`src/rtl/get_bit_if.sv`:
```
// Handshake bundle between the byte source, the entropy decoders and get_bit.
// master = stream/request side, slave = the unpacker.
interface get_bit_if;
  logic        in_valid;
  logic [7:0]  in_byte;
  logic        in_ready;
  logic        req_valid;
  logic [5:0]  req_size;
  logic        req_ready;
  logic        align;
  logic        rsp_valid;
  logic [31:0] rsp_val;
  logic [6:0]  bit_count;
  logic [31:0] total_byte_size;

  modport master (
    output in_valid, in_byte, req_valid, req_size, align,
    input  in_ready, req_ready, rsp_valid, rsp_val, bit_count, total_byte_size
  );

  modport slave (
    input  in_valid, in_byte, req_valid, req_size, align,
    output in_ready, req_ready, rsp_valid, rsp_val, bit_count, total_byte_size
  );
endinterface

```
`src/rtl/get_bit.sv`:
```
// MSB-first bitstream unpacker: 64-bit left-justified buffer, byte intake,
// 0..32-bit field extraction on request and byte-align discard.
module get_bit (
  input  logic       clock,
  input  logic       reset_n,
  get_bit_if.slave   bus
);

  typedef enum logic {IDLE, WAIT} state_t;

  state_t      r_state;
  logic [63:0] r_buf;
  logic [6:0]  r_bit_count;
  logic [5:0]  r_size;
  logic [31:0] r_total;
  logic        r_rsp_valid;
  logic [31:0] r_rsp_val;

  logic [5:0]  w_sat;
  logic        w_ext;
  logic [5:0]  w_size;
  logic [6:0]  w_shamt;
  logic        w_acc;
  logic [6:0]  w_bc_rem;
  logic [63:0] w_buf_nxt;
  logic [6:0]  w_bc_nxt;
  logic [31:0] w_field;

  assign w_sat = (bus.req_size > 6'd32) ? 6'd32 : bus.req_size;
  assign w_acc = bus.in_valid & bus.in_ready;

  always_comb begin
    w_ext   = 1'b0;
    w_size  = 6'd0;
    w_shamt = 7'd0;
    case (r_state)
      IDLE: begin
        if (bus.req_valid) begin
          if ({1'b0, w_sat} <= r_bit_count) begin
            w_ext  = 1'b1;
            w_size = w_sat;
          end
        end else if (bus.align) begin
          w_shamt = {4'd0, r_bit_count[2:0]};
        end
      end
      WAIT: begin
        if ({1'b0, r_size} <= r_bit_count) begin
          w_ext  = 1'b1;
          w_size = r_size;
        end
      end
      default: ;
    endcase
    if (w_ext) w_shamt = {1'b0, w_size};
  end

  // The incoming byte lands directly behind whatever survives this cycle's shift.
  assign w_bc_rem  = r_bit_count - w_shamt;
  assign w_buf_nxt = (r_buf << w_shamt) |
                     (w_acc ? ({bus.in_byte, 56'd0} >> w_bc_rem) : 64'd0);
  assign w_bc_nxt  = w_bc_rem + (w_acc ? 7'd8 : 7'd0);
  // Size 0 shifts by the full word and yields zero.
  assign w_field   = r_buf[63:32] >> (7'd32 - {1'b0, w_size});

  always_ff @(posedge clock) begin
    if (!reset_n) begin
      r_state     <= IDLE;
      r_buf       <= 64'd0;
      r_bit_count <= 7'd0;
      r_size      <= 6'd0;
      r_total     <= 32'd0;
      r_rsp_valid <= 1'b0;
      r_rsp_val   <= 32'd0;
    end else begin
      r_buf       <= w_buf_nxt;
      r_bit_count <= w_bc_nxt;
      r_total     <= r_total + (w_acc ? 32'd1 : 32'd0);
      r_rsp_valid <= w_ext;
      if (w_ext) r_rsp_val <= w_field;
      case (r_state)
        IDLE: if (bus.req_valid && !w_ext) begin
          r_state <= WAIT;
          r_size  <= w_sat;
        end
        WAIT: if (w_ext) r_state <= IDLE;
        default: r_state <= IDLE;
      endcase
    end
  end

  assign bus.in_ready        = (r_bit_count <= 7'd56);
  assign bus.req_ready       = (r_state == IDLE);
  assign bus.rsp_valid       = r_rsp_valid;
  assign bus.rsp_val         = r_rsp_val;
  assign bus.bit_count       = r_bit_count;
  assign bus.total_byte_size = r_total;

endmodule

```
`src/flat_wrapper.sv`:
```
// flat-port wrapper written by rule: the top's interface ports become plain ports
module get_bit_flat 
  (clock, reset_n, bus_in_valid, bus_in_byte, bus_req_valid, bus_req_size, bus_align, bus_in_ready, bus_req_ready, bus_rsp_valid, bus_rsp_val, bus_bit_count, bus_total_byte_size);
  get_bit_if bus_i ();
  input  logic clock;
  input  logic reset_n;
  input wire logic [$bits(bus_i.in_valid)-1:0] bus_in_valid;
  input wire logic [$bits(bus_i.in_byte)-1:0] bus_in_byte;
  input wire logic [$bits(bus_i.req_valid)-1:0] bus_req_valid;
  input wire logic [$bits(bus_i.req_size)-1:0] bus_req_size;
  input wire logic [$bits(bus_i.align)-1:0] bus_align;
  output wire logic [$bits(bus_i.in_ready)-1:0] bus_in_ready;
  output wire logic [$bits(bus_i.req_ready)-1:0] bus_req_ready;
  output wire logic [$bits(bus_i.rsp_valid)-1:0] bus_rsp_valid;
  output wire logic [$bits(bus_i.rsp_val)-1:0] bus_rsp_val;
  output wire logic [$bits(bus_i.bit_count)-1:0] bus_bit_count;
  output wire logic [$bits(bus_i.total_byte_size)-1:0] bus_total_byte_size;
  assign bus_i.in_valid = bus_in_valid;
  assign bus_i.in_byte = bus_in_byte;
  assign bus_i.req_valid = bus_req_valid;
  assign bus_i.req_size = bus_req_size;
  assign bus_i.align = bus_align;
  assign bus_in_ready = bus_i.in_ready;
  assign bus_req_ready = bus_i.req_ready;
  assign bus_rsp_valid = bus_i.rsp_valid;
  assign bus_rsp_val = bus_i.rsp_val;
  assign bus_bit_count = bus_i.bit_count;
  assign bus_total_byte_size = bus_i.total_byte_size;
  get_bit u_core (.clock(clock), .reset_n(reset_n), .bus(bus_i));
endmodule
```
`config.mk`:
```
export PLATFORM = sky130hd
export DESIGN_NAME = get_bit_flat
export DESIGN_NICKNAME = d
export VERILOG_FILES = /design/src/rtl/get_bit_if.sv /design/src/rtl/get_bit.sv /design/src/flat_wrapper.sv
export SDC_FILE = /design/constraint.sdc
export NUM_CORES = 1
export LEC_CHECK = 0
export ABC_AREA = 1
export BUFFER_PORTS_ARGS = -buffer_cell sky130_fd_sc_hd__buf_2
export CELL_PAD_IN_SITES_DETAIL_PLACEMENT = 0
export CELL_PAD_IN_SITES_GLOBAL_PLACEMENT = 2
export CORE_MARGIN = 2
export CORE_UTILIZATION = 33
export CTS_CLUSTER_SIZE = 25
export DETAILED_ROUTE_END_ITERATION = 8
export GPL_TIMING_DRIVEN = 0
export PLACE_DENSITY_LB_ADDON = 0.1
export SYNTH_ARGS = -nofsm -noshare
export SYNTH_HDL_FRONTEND = slang
export SYNTH_SLANG_ARGS = --single-unit
```
`constraint.sdc`:
```
create_clock -name clock -period 4.6 [get_ports clock]
set_input_delay 0.46 -clock clock [delete_from_list [all_inputs] [get_ports clock]]
set_output_delay 0.46 -clock clock [all_outputs]
set_load 0.01 [all_outputs]
```
=== Yosys cells after proc, flatten, opt, wreduce, memory -nomap -nowiden ===
Index checks and enable logic that the tools add are counted.

* Output and inout bits: 74
* Bits in registers: 143
* Input bits: 19
* Logic and storage cells: 43

* Magnitude comparators: 4
* $add $sub $neg: 4
* Reduce and logical (&&, ||, !) cells: 3
* Shifts and indexed selects: 3
* Multiplexer cells: 19
* Bitwise operators: 3

{| class="wikitable"
|+ Operators by type and width
! cell !! number
|-
| $mux 64 || 1
|-
| $or 64x64->64 || 1
|-
| $shl 64x7->64 || 1
|-
| $shr 64x7->64 || 1
|-
| $add 32x32->32 || 1
|-
| $shr 32x7->32 || 1
|-
| $mux 6 || 4
|-
| $mux 7 || 3
|-
| $le 6x7->1 || 2
|-
| $pmux 6 s2 || 1
|-
| $add 7x7->7 || 1
|-
| $le 7x6->1 const B || 1
|-
| $sub 6x6->7 const A || 1
|-
| $sub 7x7->7 || 1
|-
| $gt 6x6->1 const B || 1
|-
| $mux 1 || 6
|-
| $mux 4 || 1
|-
| $pmux 1 s2 || 2
|-
| $mux 3 || 1
|-
| $reduce_and 2->1 || 1
|-
| $and 1x1->1 || 1
|-
| $logic_and 1x1->1 || 1
|-
| $logic_not 1->1 || 1
|-
| $not 1->1 || 1
|}

=== Depth between registers and ports, before layout ===
Gate-level depths: netlist (run 1).

* Word-level depth: 11
* Gate-level depth with buffers: 32
* Gate-level depth less buffers: 30

=== Worst setup path after synthesis (run 1) ===
OpenSTA, ideal clock, no wires.

* Kind: input port to flip-flop
* Start point: input bus_req_size[2]
* End point: register u_core.r_buf[43]
* Stages on the path: 27
* Arrival: 4.099 ns
* Path buffers: 3
* Setup slack: 0.427 ns
* Path through: nor2_1 > nand3_1 > nand2_1 > nand2_1 > inv_1 > ha_1 > and3_1 > nand2_1 > nand2_2 > nand4_1 > nand2_2 > inv_4 > nand2_4 > buf_6 > buf_4 > ha_1 > fa_1 > o21ai_1 > a21oi_1 > nor2_1 > nor2_1 > nor2_1 > inv_1 > nor2_1 > clkbuf_1 > nand2_1 > a31oi_1

* Word-level cells in the longest chain between the ends: 11
* Elaborated cells between the ends (all ways): 15
* Those cells by class: add/sub (1); order compare (2); shift (2); mux (9); bitwise (1)

{| class="wikitable"
|+ Ends and longest elaborated chain
! what !! RTL line !! text
|-
| start, declared || flat_wrapper.sv:10 || <nowiki>input wire logic [$bits(bus_i.req_size)-1:0] bus_req_size;</nowiki>
|-
| $gt 6x6->1 || get_bit.sv:29 || <nowiki>assign w_sat = (bus.req_size > 6'd32) ? 6'd32 : bus.req_size;</nowiki>
|-
| $mux 6 (*) || get_bit.sv:29 ||
|-
| net u_core.w_sat[2] || get_bit.sv:19 || <nowiki>logic [5:0] w_sat;</nowiki>
|-
| $le 6x7->1 || get_bit.sv:39 || <nowiki>if ({1'b0, w_sat} <= r_bit_count) begin</nowiki>
|-
| $mux 6 / $mux 1 (equally long branches) || get_bit.sv:39 ||
|-
| $mux 6 / $mux 1 (equally long branches) || get_bit.sv:38 || <nowiki>if (bus.req_valid) begin</nowiki>
|-
| $pmux 6 s2 / $pmux 1 s2 (equally long branches) || get_bit.sv:36 || <nowiki>case (r_state)</nowiki>
|-
| $mux 7 (*) || get_bit.sv:55 || <nowiki>if (w_ext) w_shamt = {1'b0, w_size};</nowiki>
|-
| $sub 7x7->7 || get_bit.sv:59 || <nowiki>assign w_bc_rem = r_bit_count - w_shamt;</nowiki>
|-
| $shr 64x7->64 || get_bit.sv:61 || <nowiki>(w_acc ? ({bus.in_byte, 56'd0} >> w_bc_rem) : 64'd0);</nowiki>
|-
| $mux 64 || get_bit.sv:61 ||
|-
| $or 64x64->64 (*) || get_bit.sv:60 || <nowiki>assign w_buf_nxt = (r_buf << w_shamt) |</nowiki>
|-
| end signal, assigned || get_bit.sv:76 || <nowiki>r_buf <= w_buf_nxt;</nowiki>
|-
| end, declared || get_bit.sv:12 || <nowiki>logic [63:0] r_buf;</nowiki>
|}

Mark *: on every way through the listed nets, which the timed path passes. The rest lies on a longest branch.
A chain may end at the register's enable or synchronous reset.

=== Worst setup path in the final report (run 1) ===
* Start point: register u_core.r_state
* End point: register u_core.r_buf[19]

* Word-level cells in the longest chain between the ends: 7
* Elaborated cells between the ends (all ways): 10
* Those cells by class: add/sub (1); shift (2); mux (5); bitwise (2)

{| class="wikitable"
|+ Ends and longest elaborated chain
! what !! RTL line !! text
|-
| start, declared || get_bit.sv:11 || <nowiki>state_t r_state;</nowiki>
|-
| start signal, assigned || get_bit.sv:68 || <nowiki>r_state <= IDLE;</nowiki>
|-
| start signal, assigned || get_bit.sv:83 || <nowiki>r_state <= WAIT;</nowiki>
|-
| start signal, assigned || get_bit.sv:86 || <nowiki>WAIT: if (w_ext) r_state <= IDLE;</nowiki>
|-
| $not 1->1 (no source line) || -- ||
|-
| $pmux 6 s2 / $pmux 1 s2 (equally long branches) || get_bit.sv:36 ||
|-
| $mux 7 (*) || get_bit.sv:55 ||
|-
| $sub 7x7->7 || get_bit.sv:59 ||
|-
| $shr 64x7->64 || get_bit.sv:61 ||
|-
| $mux 64 || get_bit.sv:61 ||
|-
| $or 64x64->64 (*) || get_bit.sv:60 ||
|}

Every way passes the cells marked *; elsewhere a longest branch is shown, timed or not.

==> results of run 1 <==
[cell families (layout without fill, tap and decap cells)]
logic type,after synthesis,count (layout),synth area share [%]
compound gates,204,204,9.02
simple gates,1465,1465,54.1
fa+ha+maj,24,24,2.45
xor+xnor,9,9,0.627
buf+inv,309,438,10.5
flops,143,143,22.8
mux,6,6,0.487
other cells,0,2,0
[routing by layer]
metal | vias up | GRT usage (%) | part of all wire [%]
li1 | 7636 | - | -
met1 | 7839 | 49.3 | 45
met2 | 846 | 51.3 | 42
met3 | 122 | 8.73 | 10
met4 | 0 | 12.2 | 3.2
met5 | - | 0 | 0
[per-stage QoR]
stage | hold WS, ps | cells | power, mW | setup TNS (ps)
2_1_floorplan | 448 | 2160 | 7.06 | 0
3_3_place_gp | 433 | 2763 | 10.1 | -51370
3_5_place_dp | 439 | 2763 | 10.0 | -51710
4_1_cts | 339 | 2796 | 11.8 | 0
5_1_grt | 371 | 2800 | 13.2 | -25.2
6_report | 353 | 2802 | 12.4 | 0
[how the worst min path moves through the flow]
stage | slack, ps | to | start
final | 350 | u_core.r_size[3] | bus_req_size[3]
after CTS | 340 | u_core.r_size[3] | bus_req_size[3]
after global placement | 430 | u_core.bus.rsp_val[8] | u_core.bus.rsp_val[8]
after detailed placement | 440 | u_core.bus.rsp_val[10] | u_core.bus.rsp_val[10]
after global routing | 370 | u_core.r_size[3] | bus_req_size[3]
after floorplan | 450 | u_core.r_size[0] | u_core.r_size[0]
[final cells by class]
class                      count  share of cell area (%)
multi-input combinational   1708                    59.2
inverter                     163                    4.20
sequential                   143                    19.4
antenna                        2                  0.0339
clock inverter                15                    1.15
timing repair buffer         103                    3.80
buffer                       140                    4.99
tap                          511                    4.34
clock buffer                  17                    2.89
[flip-flops by register name (all words and copies together) (netlist names)]
register and cells:
u_core.bus.rsp_val 32, u_core.bus.rsp_valid 1, u_core.bus.total_byte_size 32, u_core.bus.bit_count 7
u_core.r_size 6, u_core.r_buf 64, u_core.r_state 1
[Yosys cell counts (4+ instances only)]
library cell / instances / area share, %
o211ai_1: 14 / 0.84
inv_2: 10 / 0.30
buf_2: 41 / 1.6
nand3b_1: 13 / 0.78
nand2_1: 495 / 15
buf_4: 14 / 0.84
buf_1: 24 / 0.72
nor3b_1: 5 / 0.30
clkbuf_1: 59 / 1.8
nand2_2: 8 / 0.40
nand2_4: 4 / 0.36
a31oi_1: 14 / 0.70
mux2i_1: 5 / 0.40
buf_6: 8 / 0.72
dfxtp_1: 143 / 23
clkinv_1: 4 / 0.12
xor2_1: 6 / 0.42
nand3_2: 5 / 0.40
ha_1: 23 / 2.3
o21ai_0: 57 / 2.3
nor4_1: 4 / 0.20
nand3_1: 772 / 31
nor2_2: 6 / 0.30
a21oi_1: 86 / 3.4
nor3_1: 16 / 0.64
inv_1: 148 / 4.4
o21ai_1: 19 / 0.76
nand4_1: 25 / 1.2
nor2_1: 94 / 2.8
[worst register-to-register path, stage by stage (launching register included)]
cell and delay (ps):
dfxtp_1 360, buf_2 250, nor2_1 70, nand2_1 130
inv_1 90, nand2_1 660, nand2_4 230, buf_12 220
ha_1 210, fa_2 480, clkbuf_4 210, nand2_1 70
o21ai_0 160, nor2_1 130, inv_1 70, o21ai_2 180
inv_1 120, nor3_2 250, nand2_1 180, a21oi_4 250
[power by group through the flow]
stage	sequential (mW)	combinational [mW]	clock, mW
final	1.92	9.03	1.47
after detailed placement	1.92	8.12	0
after CTS	1.90	8.44	1.49
after global routing	1.94	9.71	1.53
after floorplan	1.79	5.26	0
after global placement	1.93	8.19	0
[repair_timing]
action                                  4_1_cts  5_1_grt
gates resized for setup                      67       57
cloned                                        0        1
buffers inserted                              4        6
pin swaps                                     4       15
endpoints found under the setup margin       67       72
==> reports/results.tsv, run 1 <==
stage	metric	value	unit
run_status	status	finished clean	
route	DRC viols	0	
timing	min setup slack post-route	188	ps
route	DRT iter0 DRCs	1955	
critical_path	reg-to-reg startpoint	u_core.r_state	
critical_path	CP max FO	10	
clock_network	root buffer cell	clkbuf_16	
critical_path	Critical Path RT	4960	ps
critical_path	Crit path depth	19	
die	die height	199	µm
critical_path	CP cell instances	buf_2 -> nor2_1 -> nand2_1 -> inv_1 -> nand2_1 -> nand2_4 -> buf_12 -> ha_1 -> fa_2 -> clkbuf_4 -> nand2_1 -> o21ai_0 -> nor2_1 -> inv_1 -> o21ai_2 -> inv_1 -> nor3_2 -> nand2_1 -> a21oi_4	
synthesis	Post-Syn Nets	2203	
critical_path	r2r setup slk	190	ps
critical_path	Worst Setup SP	u_core.r_state	
timing	worst rel slew slack	25.3	%
timing	Setup Viol. Count Final	0	
grt	initial antenna violation count	2	
timing	clock skew	16.1	ps
layout	Seq. cell area	0.00287	mm²
critical_path	CP bufs+invs	6	
worst_hold_path	worst hold path cell count	3	
die	row cnt	71	
die	I/O pins	93	
grt	vias in the first global route	14900	
grt	first-pass GRT wire length	99900	µm
critical_path	R2R Path End	u_core.r_buf[19]	
synthesis	yosys warns	0	
power_and_ir_drop	Reg power frac	15.5	%
timing	RSZ-0062 raised after global routing	yes	
power_and_ir_drop	Pint	4.88	mW
timing	Slew Viols, Final	0	
critical_path	CP Data Arrival Time	4770	ps
synthesis	Post-synth ARST share	0	%
layout	Fill cells	4201	
die	core area	0.0376	mm²
route	vias per cell	5.87	
clock_network	CTS Hold Buffers Added	0	
power_and_ir_drop	Leakage	6.63	nW
die	Total Die Area	0.0397	mm²
synthesis	Post-Syn Area	0.0126	mm²
die	Initial Utilization	33.5	%
critical_path	CP Launch Type	flip-flop	
critical_path	CP endpoint	u_core.r_buf[19]	
layout	Final Instance Area	0.0147	mm²
placed_design	IO Port Bufs	92	
synthesis	EDFF count, synth	0	
critical_path	max incr delay on CP	660	ps
placed_design	Final Wtd Congestion	1.01	
clock_network	worst-skew pair later-pin latency	460	ps
power_and_ir_drop	P per Cell Area	842	mW/mm²
clock_network	CTS tree	yes	
critical_path	Crit Path Class	reg2reg	
timing	Final period util	95.9	%
clock_network	clock tree buffer depth	2	
route	final wirelength	69400	µm
power_and_ir_drop	Comb pwr share	72.7	%
timing	Period minus WS final	4410	ps
flow_run	Max-Cap Viols	0	
critical_path	reg2reg path depth	19	
power_and_ir_drop	Switching Power	7.54	mW
layout	commonest non-fill, non-tap cell in the layout	nand3_1	
layout	nets@finish	2319	
timing	worst-margin pin slew	1120	ps
placed_design	Cell Area, Placed	0.0137	mm²
clock_network	Worst-path clk slew	80	ps
layout	layout cells sized above 1	13.5	%
power_and_ir_drop	Sw Ratio	60.7	%
timing	Hold Violations, Final	0	
clock_network	CTS buffer count	17	
worst_hold_path	Hold Path Class	in2reg	
power_and_ir_drop	peak supply drop	627	µV
clock_network	H-tree depth	4	
critical_path	Top delay family on crit path	simple AND/OR/NAND/NOR gates	
die	Die Wd	199	µm
clock_network	CTS sink count	143	
grt	Total Routing Usage GR	35.0	%
power_and_ir_drop	clock share of power	11.9	%
synthesis	Synth Instances	2160	
synthesis	syn avg cell area	5.83	µm²
critical_path	slowest CP cell	nand2_1	
layout	final core occ	39.2	%
synthesis	post-synth cell types	55	
critical_path	critical path's most frequent cell	nand2_1	
synthesis	Most used DFF post-synth	dfxtp_1	
route	Pre-antenna DRT Iters	7	
route	DR WL/cell	24.8	µm
grt	pin count of the biggest net entering global routing	21	
route	total number of vias	16400	
synthesis	post-synthesis sequential area ratio	22.8	%
grt	gr ovfl total	0	
synthesis	Yosys reg bits	143	
placed_design	DP Worst Slack	-1180	ps
layout	footprint of the multi-input gates	0.00872	mm²
route	Antenna Nets Post-Route	0	
layout	Area Overhead vs Synth	17.2	%
critical_path	crit end category	flip-flop	
timing	maximum clock frequency	227	MHz
layout	most frequent cells in the layout	nand3_1, nand2_1, inv_1, dfxtp_1, buf_2	
placed_design	post-DP HPWL	55700	µm
Note: power is estimated with default switching activity, not from simulation.
==> inputs of run 2 (changes only) <==
- ABC_AREA: 1 -> default
- CORE_UTILIZATION: 33 -> 38
==> run 2 against run 1 <==
The flow now finishes with violations (negative setup slack); setup slack got worse by 370 ps; core utilization rose by 11 points; sequential cell count did not move; wire length grew 1.3%; sequential share of layout area down 2.3 points; largest cell class unchanged; highest routed layer unchanged.
==> reports/results.tsv, run 2 <==
stage	metric	value	unit	change
clock_network	clock tree buffer depth	2		unchanged
critical_path	Crit Path Class	reg2reg		unchanged
critical_path	CP bufs+invs	7		was 6
clock_network	worst-skew pair later-pin latency	490	ps	was 460 ps
synthesis	yosys warns	0		unchanged
layout	Top reg by flops	u_core.r_buf		unchanged
synthesis	post-synthesis mux area share	24.4	%	was 0.487%
clock_network	CTS buffer count	17		unchanged
critical_path	slowest CP cell	mux2i_1		was nand2_1
grt	initial antenna violation count	1		was 2
layout	commonest non-fill, non-tap cell in the layout	mux2i_1		was nand3_1
synthesis	Synth Instances	1634		was 2160
synthesis	Synth area leaders	dfxtp_1, mux2i_1, nand2_1, nor2_1, mux4_2		was nand3_1, dfxtp_1, nand2_1, inv_1, a21oi_1
layout	Fill cells	3457		was 4201
placed_design	Cell Area, Placed	0.0143	mm²	was 0.0137 mm²
synthesis	largest area contributor in the netlist	dfxtp_1		was nand3_1
critical_path	Crit path depth	17		was 19
synthesis	Post-Syn Area	0.0131	mm²	was 0.0126 mm²
die	I/O pins	93		unchanged
worst_hold_path	Hold Path Class	in2reg		unchanged
synthesis	post-synthesis compound-gate area fraction	25.1	%	was 9.02%
placed_design	IO Port Bufs	92		unchanged
route	final wirelength	70300	µm	was 69400 µm
timing	worst-margin pin slew	1200	ps	was 1120 ps
run_status	failing checks	negative setup slack		
power_and_ir_drop	peak supply drop	844	µV	was 627 µV
timing	min setup slack post-route	-180	ps	was 188 ps
clock_network	Worst-path clk slew	70	ps	was 80 ps
critical_path	Critical Path RT	4990	ps	was 4960 ps
synthesis	Yosys reg bits	143		unchanged
timing	Period minus WS final	4780	ps	was 4410 ps
placed_design	post-DP HPWL	53200	µm	was 55700 µm
critical_path	crit end category	flip-flop		unchanged
layout	max reg flops	64		unchanged
synthesis	most frequent cell after synthesis	mux2i_1		was nand3_1
critical_path	Top delay family on crit path	buffers and inverters		was simple AND/OR/NAND/NOR gates
timing	worst rel slew slack	19.1	%	was 25.3%
route	vias per cell	6.67		was 5.87
critical_path	Worst Setup SP	u_core.bus.bit_count[4]		was u_core.r_state
synthesis	EDFF count, synth	0		unchanged
route	WL met3	6860	µm	was 7030 µm
critical_path	reg2reg path depth	17		was 19
route	DRT iter0 DRCs	1730		was 1955
grt	pin count of the biggest net entering global routing	19		was 21
synthesis	simple-gate share of the synthesized area	19.0	%	was 54.1%
power_and_ir_drop	P per Cell Area	801	mW/mm²	was 842 mW/mm²
timing	Slew Viols, Final	0		unchanged
synthesis	Synth Area in Adders	2.35	%	was 2.45%
layout	Area Overhead vs Synth	28.3	%	was 17.2%
clock_network	root buffer cell	clkbuf_16		unchanged
synthesis	post-synth top area share	21.9	%	was 30.7%
critical_path	CP cell instances	clkinvlp_4 -> ha_4 -> nand4b_1 -> a21oi_4 -> buf_6 -> buf_6 -> o211ai_1 -> buf_4 -> nor2_4 -> buf_4 -> buf_2 -> buf_1 -> mux2i_1 -> nand2_1 -> and2_1 -> a2111o_1 -> a32oi_2		was buf_2 -> nor2_1 -> nand2_1 -> inv_1 -> nand2_1 -> nand2_4 -> buf_12 -> ha_1 -> fa_2 -> clkbuf_4 -> nand2_1 -> o21ai_0 -> nor2_1 -> inv_1 -> o21ai_2 -> inv_1 -> nor3_2 -> nand2_1 -> a21oi_4
synthesis	post-synth cell types	88		was 55
route	met2 routed WL	30100	µm	was 29000 µm
critical_path	reg-to-reg startpoint	u_core.bus.bit_count[4]		was u_core.r_state
route	Antenna Nets Post-Route	0		unchanged
critical_path	r2r setup slk	-180	ps	was 190 ps
run_status	status	finished with violations		was finished clean
synthesis	Most used DFF post-synth	dfxtp_1		unchanged
grt	Total Routing Usage GR	38.5	%	was 35.0%
layout	layout cells sized above 1	27.8	%	was 13.5%
critical_path	CP max FO	10		unchanged
die	core area	0.0337	mm²	was 0.0376 mm²
synthesis	synth cell count leaders	mux2i_1, nand2_1, nor2_1		was nand3_1, nand2_1, inv_1
timing	Final period util	104	%	was 95.9%
critical_path	max incr delay on CP	670	ps	was 660 ps
critical_path	CP endpoint	u_core.r_buf[49]		was u_core.r_buf[19]
synthesis	post-synthesis sequential area ratio	21.9	%	was 22.8%
critical_path	CP Data Arrival Time	5170	ps	was 4770 ps
layout	nets@finish	1878		was 2319
layout	Final Instance Area	0.0168	mm²	was 0.0147 mm²
clock_network	CTS sink count	143		unchanged
timing	Setup Viol. Count Final	12		was 0
clock_network	CTS Hold Buffers Added	0		unchanged
synthesis	Post-Syn Nets	1677		was 2203
route	total number of vias	15300		was 16400
route	DRC viols	0		unchanged
die	Die Wd	190	µm	was 199 µm
placed_design	Final Wtd Congestion	1.07		was 1.01
grt	first-pass GRT wire length	101000	µm	was 99900 µm
timing	clock skew	24.5	ps	was 16.1 ps
die	Initial Utilization	38.9	%	was 33.5%
critical_path	CP Launch Type	flip-flop		unchanged
power_and_ir_drop	Leakage	6.49	nW	was 6.63 nW
synthesis	Post-synth ARST share	0	%	unchanged
grt	gr ovfl total	0		unchanged
die	Total Die Area	0.0360	mm²	was 0.0397 mm²
synthesis	main combinational cell family by area after synthesis	compound AO/OA/AOI/OAI gates		was simple AND/OR/NAND/NOR gates
route	Pre-antenna DRT Iters	7		unchanged
synthesis	syn avg cell area	8.01	µm²	was 5.83 µm²
clock_network	CTS tree	yes		unchanged
flow_run	Max-Cap Viols	0		unchanged
route	met1 wire length	28800	µm	was 31200 µm
die	die height	190	µm	was 199 µm
timing	Hold Violations, Final	0		unchanged
synthesis	xor and xnor area share after synthesis	2.35	%	was 0.626%
die	row cnt	67		was 71
layout	most frequent cells in the layout	mux2i_1, nand2_1, nor2_1, dfxtp_1, buf_2		was nand3_1, nand2_1, inv_1, dfxtp_1, buf_2
grt	vias in the first global route	14700		was 14900
timing	maximum clock frequency	209	MHz	was 227 MHz
route	top sig layer	met4		unchanged
critical_path	R2R Path End	u_core.r_buf[49]		was u_core.r_buf[19]
layout	Seq. cell area	0.00288	mm²	was 0.00287 mm²
route	DR WL/cell	30.6	µm	was 24.8 µm
timing	RSZ-0062 raised after global routing	yes		unchanged
timing	Min Hold Slack	282	ps	was 353 ps
layout	footprint of the multi-input gates	0.0105	mm²	was 0.00872 mm²
clock_network	H-tree depth	4		unchanged
[run 2: changes by cell type in the layout (fill, tap and decap cells not counted), sizes merged, moves of 50 or more]
cell and delta:
buf +64, mux2i +222, nand3 -710, nand2 -332, inv -136, nor2 +50
[run 2: per-stage QoR]
stage / setup TNS, ps / total power [mW] / instances / worst slack (ps) / util [%]
5_1_grt: -1360 / 13.9 / 2296 / -238 / 49.8
6_report: -584 / 13.4 / 2297 / -180 / 49.8
2_1_floorplan: -747 / 6.85 / 1634 / -158 / -
3_5_place_dp: -149240 / 9.50 / 2174 / -1970 / 42.5
4_1_cts: -123 / 12.2 / 2259 / -97.5 / 47.9
3_3_place_gp: -153440 / 9.52 / 2174 / -2020 / 42.5
[run 2: where the power goes]
| group | internal, mW | total, mW | switching [mW] |
|---|---|---|---|
| logic | 3.88 | 9.88 | 6.00 |
| clock network | 0.763 | 1.46 | 0.697 |
| registers | 1.53 | 2.11 | 0.574 |
[run 2: timing repair]
action | 4_1_cts | 5_1_grt
hold endpoints to repair | 0 | 0
endpoints found under the setup margin | 101 | 84
buffers inserted | 56 | 40
gates resized for setup | 200 | 85
pin swaps | 29 | 45
[run 2: worst min-delay path by stage]
stage,startpoint,to,slack [ps],cells past startpoint
2_1_floorplan,u_core.bus.rsp_val[8],u_core.bus.rsp_val[8],460,2
3_3_place_gp,u_core.bus.rsp_val[8],u_core.bus.rsp_val[8],420,2
3_5_place_dp,u_core.bus.rsp_val[8],u_core.bus.rsp_val[8],440,2
4_1_cts,bus_req_valid,u_core.r_state,270,2
5_1_grt,bus_req_valid,u_core.r_state,310,2
6_report,bus_req_valid,u_core.r_state,280,2
[run 2: worst register-to-register path, delay by kind of cell (launching register included)]
family | cells | cell delay (ps)
AO/OA/AOI/OAI | 4 | 900
multiplexers | 1 | 670
flip-flops | 1 | 410
buffers and inverters | 7 | 1630
AND/OR/NAND/NOR | 4 | 760
adder cells (fa/ha/maj) | 1 | 320
[run 2: final cells by class]
| type | count | share of cell area, % |
|---|---|---|
| Antenna cell | 1 | 0.0149 |
| Buffer | 113 | 4.81 |
| Clock buffer | 17 | 2.53 |
| Clock inverter | 15 | 0.924 |
| Inverter | 30 | 0.924 |
| Multi-Input combinational cell | 1342 | 62.7 |
| Sequential cell | 143 | 17.2 |
| Tap cell | 448 | 3.34 |
| Timing Repair Buffer | 188 | 7.61 |
[run 2: logic make-up (layout without fill, tap and decap cells)]
group,count (synthesis),in the layout
muxes,286,286
AOI/OAI and AO/OA,462,462
DFF,143,143
adders and majority gates,24,24
and+or+nand+nor,537,537
other,0,1
xor gates and xnor gates,33,33
buffers and inverters,149,363
[run 2: per-layer routing]
metal	vias to the layer above	global-route usage, %
li1	6604	-
met2	921	58.6
met1	7566	49.1
met5	-	0
met4	0	22.8
met3	235	9.87
==> inputs of run 3 (changes only) <==
- BUFFER_PORTS_ARGS: -buffer_cell sky130_fd_sc_hd__buf_2 -> default
- CELL_PAD_IN_SITES_DETAIL_PLACEMENT: 0 -> default
- CELL_PAD_IN_SITES_GLOBAL_PLACEMENT: 2 -> default
- CORE_UTILIZATION: 38 -> 45
- DONT_BUFFER_PORTS: default -> 1
- PLACE_DENSITY_LB_ADDON: 0.1 -> default
==> run 3 against run 2 <==
The flow still finishes with violations (negative setup slack); die area down 15%; sequential power up 3%; combinational power down 8.8%; fmax up 2.7%; final cell count down 8.0%; register-to-register slack better by 130 ps; hold slack worse by 160 ps; first-iteration DRC count up 16%; global-route usage up 4.9 points; non-clock buffer count down 118; via count down 2.3%; critical path type unchanged.
==> reports/results.tsv, run 3 (same netlist as run 2, synthesis figures left out) <==
stage	metric	value	unit	change
timing	Period minus WS final	4650	ps	was 4780 ps
layout	Area Overhead vs Synth	21.1	%	was 28.3%
grt	grt met1 use	55.0	%	was 49.1%
layout	most frequent cells in the layout	mux2i_1, nand2_1, nor2_1, dfxtp_1, buf_4		was mux2i_1, nand2_1, nor2_1, dfxtp_1, buf_2
flow_run	Max-Cap Viols	0		unchanged
critical_path	crit end category	flip-flop		unchanged
timing	clock skew	20.4	ps	was 24.5 ps
clock_network	CTS buffer count	17		unchanged
timing	Final period util	101	%	was 104%
timing	maximum clock frequency	215	MHz	was 209 MHz
layout	commonest non-fill, non-tap cell in the layout	mux2i_1		unchanged
critical_path	reg2reg path depth	18		was 17
placed_design	Cell Area, Placed	0.0138	mm²	was 0.0143 mm²
die	Total Die Area	0.0305	mm²	was 0.0360 mm²
timing	Hold Violations, Final	0		unchanged
grt	routing usage on met2	64.6	%	was 58.6%
die	Die Wd	175	µm	was 190 µm
grt	met3 Usage GRT	12.7	%	was 9.87%
power_and_ir_drop	total power	12.6	mW	was 13.4 mW
route	Antenna Nets Post-Route	0		unchanged
grt	pin count of the biggest net entering global routing	19		unchanged
placed_design	placed insts	2018		was 2174
worst_hold_path	Hold Path Class	in2reg		unchanged
clock_network	worst-skew pair later-pin latency	480	ps	was 490 ps
layout	Fill cells	2695		was 3457
route	DRT iter0 DRCs	2010		was 1730
layout	layout cells sized above 1	22.4	%	was 27.8%
route	total number of vias	15000		was 15300
timing	RSZ-0062 raised after global routing	yes		unchanged
grt	gr ovfl total	0		unchanged
run_status	failing checks	negative setup slack		unchanged
route	DRC viols	0		unchanged
critical_path	CP Launch Type	flip-flop		unchanged
power_and_ir_drop	peak supply drop	1140	µV	was 844 µV
clock_network	CTS sink count	143		unchanged
placed_design	Final Wtd Congestion	1.09		was 1.07
die	core area	0.0287	mm²	was 0.0337 mm²
critical_path	R2R Path End	u_core.r_buf[58]		was u_core.r_buf[49]
die	die height	175	µm	was 190 µm
layout	Top reg by flops	u_core.r_buf		unchanged
run_status	status	finished with violations		unchanged
layout	max reg flops	64		unchanged
route	final wirelength	67400	µm	was 70300 µm
clock_network	CTS Hold Buffers Added	0		unchanged
die	row cnt	62		was 67
placed_design	IO Port Bufs	0		was 92
power_and_ir_drop	Leakage	5.85	nW	was 6.49 nW
critical_path	CP Data Arrival Time	5000	ps	was 5170 ps
timing	Setup Viol. Count Final	5		was 12
layout	Finished Layout Cells	2114		was 2297
critical_path	reg-to-reg startpoint	u_core.bus.bit_count[2]		was u_core.bus.bit_count[4]
worst_hold_path	Hold Path End	u_core.r_state		unchanged
timing	Min Hold Slack	122	ps	was 282 ps
worst_hold_path	worst hold start	bus_req_valid		unchanged
timing	worst rel slew slack	17.7	%	was 19.1%
grt	first-pass GRT wire length	97400	µm	was 101000 µm
die	I/O pins	93		unchanged
clock_network	CTS tree	yes		unchanged
timing	min setup slack post-route	-52.3	ps	was -180 ps
layout	Ant. Diodes	0		was 1
route	DR WL/cell	31.9	µm	was 30.6 µm
grt	vias in the first global route	14500		was 14700
layout	Final Instance Area	0.0159	mm²	was 0.0168 mm²
grt	Total Routing Usage GR	43.4	%	was 38.5%
route	vias per cell	7.08		was 6.67
clock_network	Worst-path clk slew	70	ps	about the same
route	Pre-antenna DRT Iters	7		unchanged
worst_hold_path	worst hold path cell count	1		was 2
layout	final core occ	55.2	%	was 49.8%
clock_network	root buffer cell	clkbuf_16		unchanged
clock_network	H-tree depth	4		unchanged
grt	global route hottest layer	met2		unchanged
power_and_ir_drop	P per Cell Area	798	mW/mm²	was 801 mW/mm²
timing	Slew Viols, Final	0		unchanged
placed_design	post-DP HPWL	51100	µm	was 53200 µm
critical_path	r2r setup slk	-50	ps	was -180 ps
critical_path	Crit Path Class	reg2reg		unchanged
die	Initial Utilization	45.6	%	was 38.9%
layout	nets@finish	1760		was 1878
grt	initial antenna violation count	1		unchanged
critical_path	CP max FO	10		unchanged
critical_path	Critical Path RT	4950	ps	was 4990 ps
timing	worst-margin pin slew	1220	ps	was 1200 ps
clock_network	clock tree buffer depth	2		unchanged
run 3: cell count changes in the layout (fill, tap and decap cells not counted), sizes merged:
cell      change
buf         -126
clkbuf        +8
inv           +5
clkinv        -3
bufinv        -1
clkinvlp      -1
diode         -1
run 3: worst max-delay path by stage:
stage                            start               end  slack, ps  cells after the start
2_1_floorplan          bus_req_size[2]  u_core.r_buf[55]       -160                     21
3_3_place_gp   u_core.bus.bit_count[2]  u_core.r_buf[55]      -1750                     21
3_5_place_dp   u_core.bus.bit_count[4]  u_core.r_buf[53]      -1750                     21
4_1_cts        u_core.bus.bit_count[2]  u_core.r_buf[53]         -5                     20
5_1_grt        u_core.bus.bit_count[1]  u_core.r_buf[53]       -170                     19
6_report       u_core.bus.bit_count[2]  u_core.r_buf[58]        -50                     18
run 3: layout make-up:
class	instances	area, µm²	area share (%)
multi-input cells	1342	10400	65.4
flip-flops and latches	143	2880	18.2
plain buffers	112	805	5.07
repair buffers	71	583	3.68
well taps	384	480	3.03
clock buffers	17	425	2.68
clock inverters	15	164	1.03
inverters	30	149	0.939
run 3: report_power, final:
| group | internal (mW) | leakage [nW] | total, mW | switching (mW) |
|---|---|---|---|---|
| registers | 1.54 | 1.16 | 2.18 | 0.647 |
| logic | 3.39 | 4.40 | 9.01 | 5.63 |
| clock network | 0.729 | 0.283 | 1.45 | 0.720 |
run 3: what timing repair did:
action / 4_1_cts / 5_1_grt
buffers inserted: 42 / 28
resized for setup: 175 / 74
pin swaps: 33 / 29
setup endpoints to repair: 100 / 84
gates cloned: 0 / 1
run 3: metal layers:
metal  vias up  routed length (µm)
met5         -                  24
met3       292                8300
met2      1143               28200
li1       6352                   -
met4         2                4910
met1      7182               26000
run 3: stage by stage:
stage | worst slack (ps) | TNS [ps]
4_1_cts | -5.03 | -5.03
3_3_place_gp | -1750 | -122820
3_5_place_dp | -1750 | -125200
5_1_grt | -165 | -1210
6_report | -52.3 | -153
2_1_floorplan | -158 | -747
run 3: critical path, cell delays in order (launching register included):
cell,delay [ps]
dfxtp_4,440
clkinvlp_4,170
ha_4,250
buf_4,130
a21oi_4,150
a21oi_4,100
buf_6,130
o211ai_1,170
buf_4,170
nor2_4,60
buf_4,130
buf_4,160
buf_2,210
nor2_1,860
a22oi_1,170
o21ai_0,510
a22o_1,290
a21oi_1,70
o221a_2,340
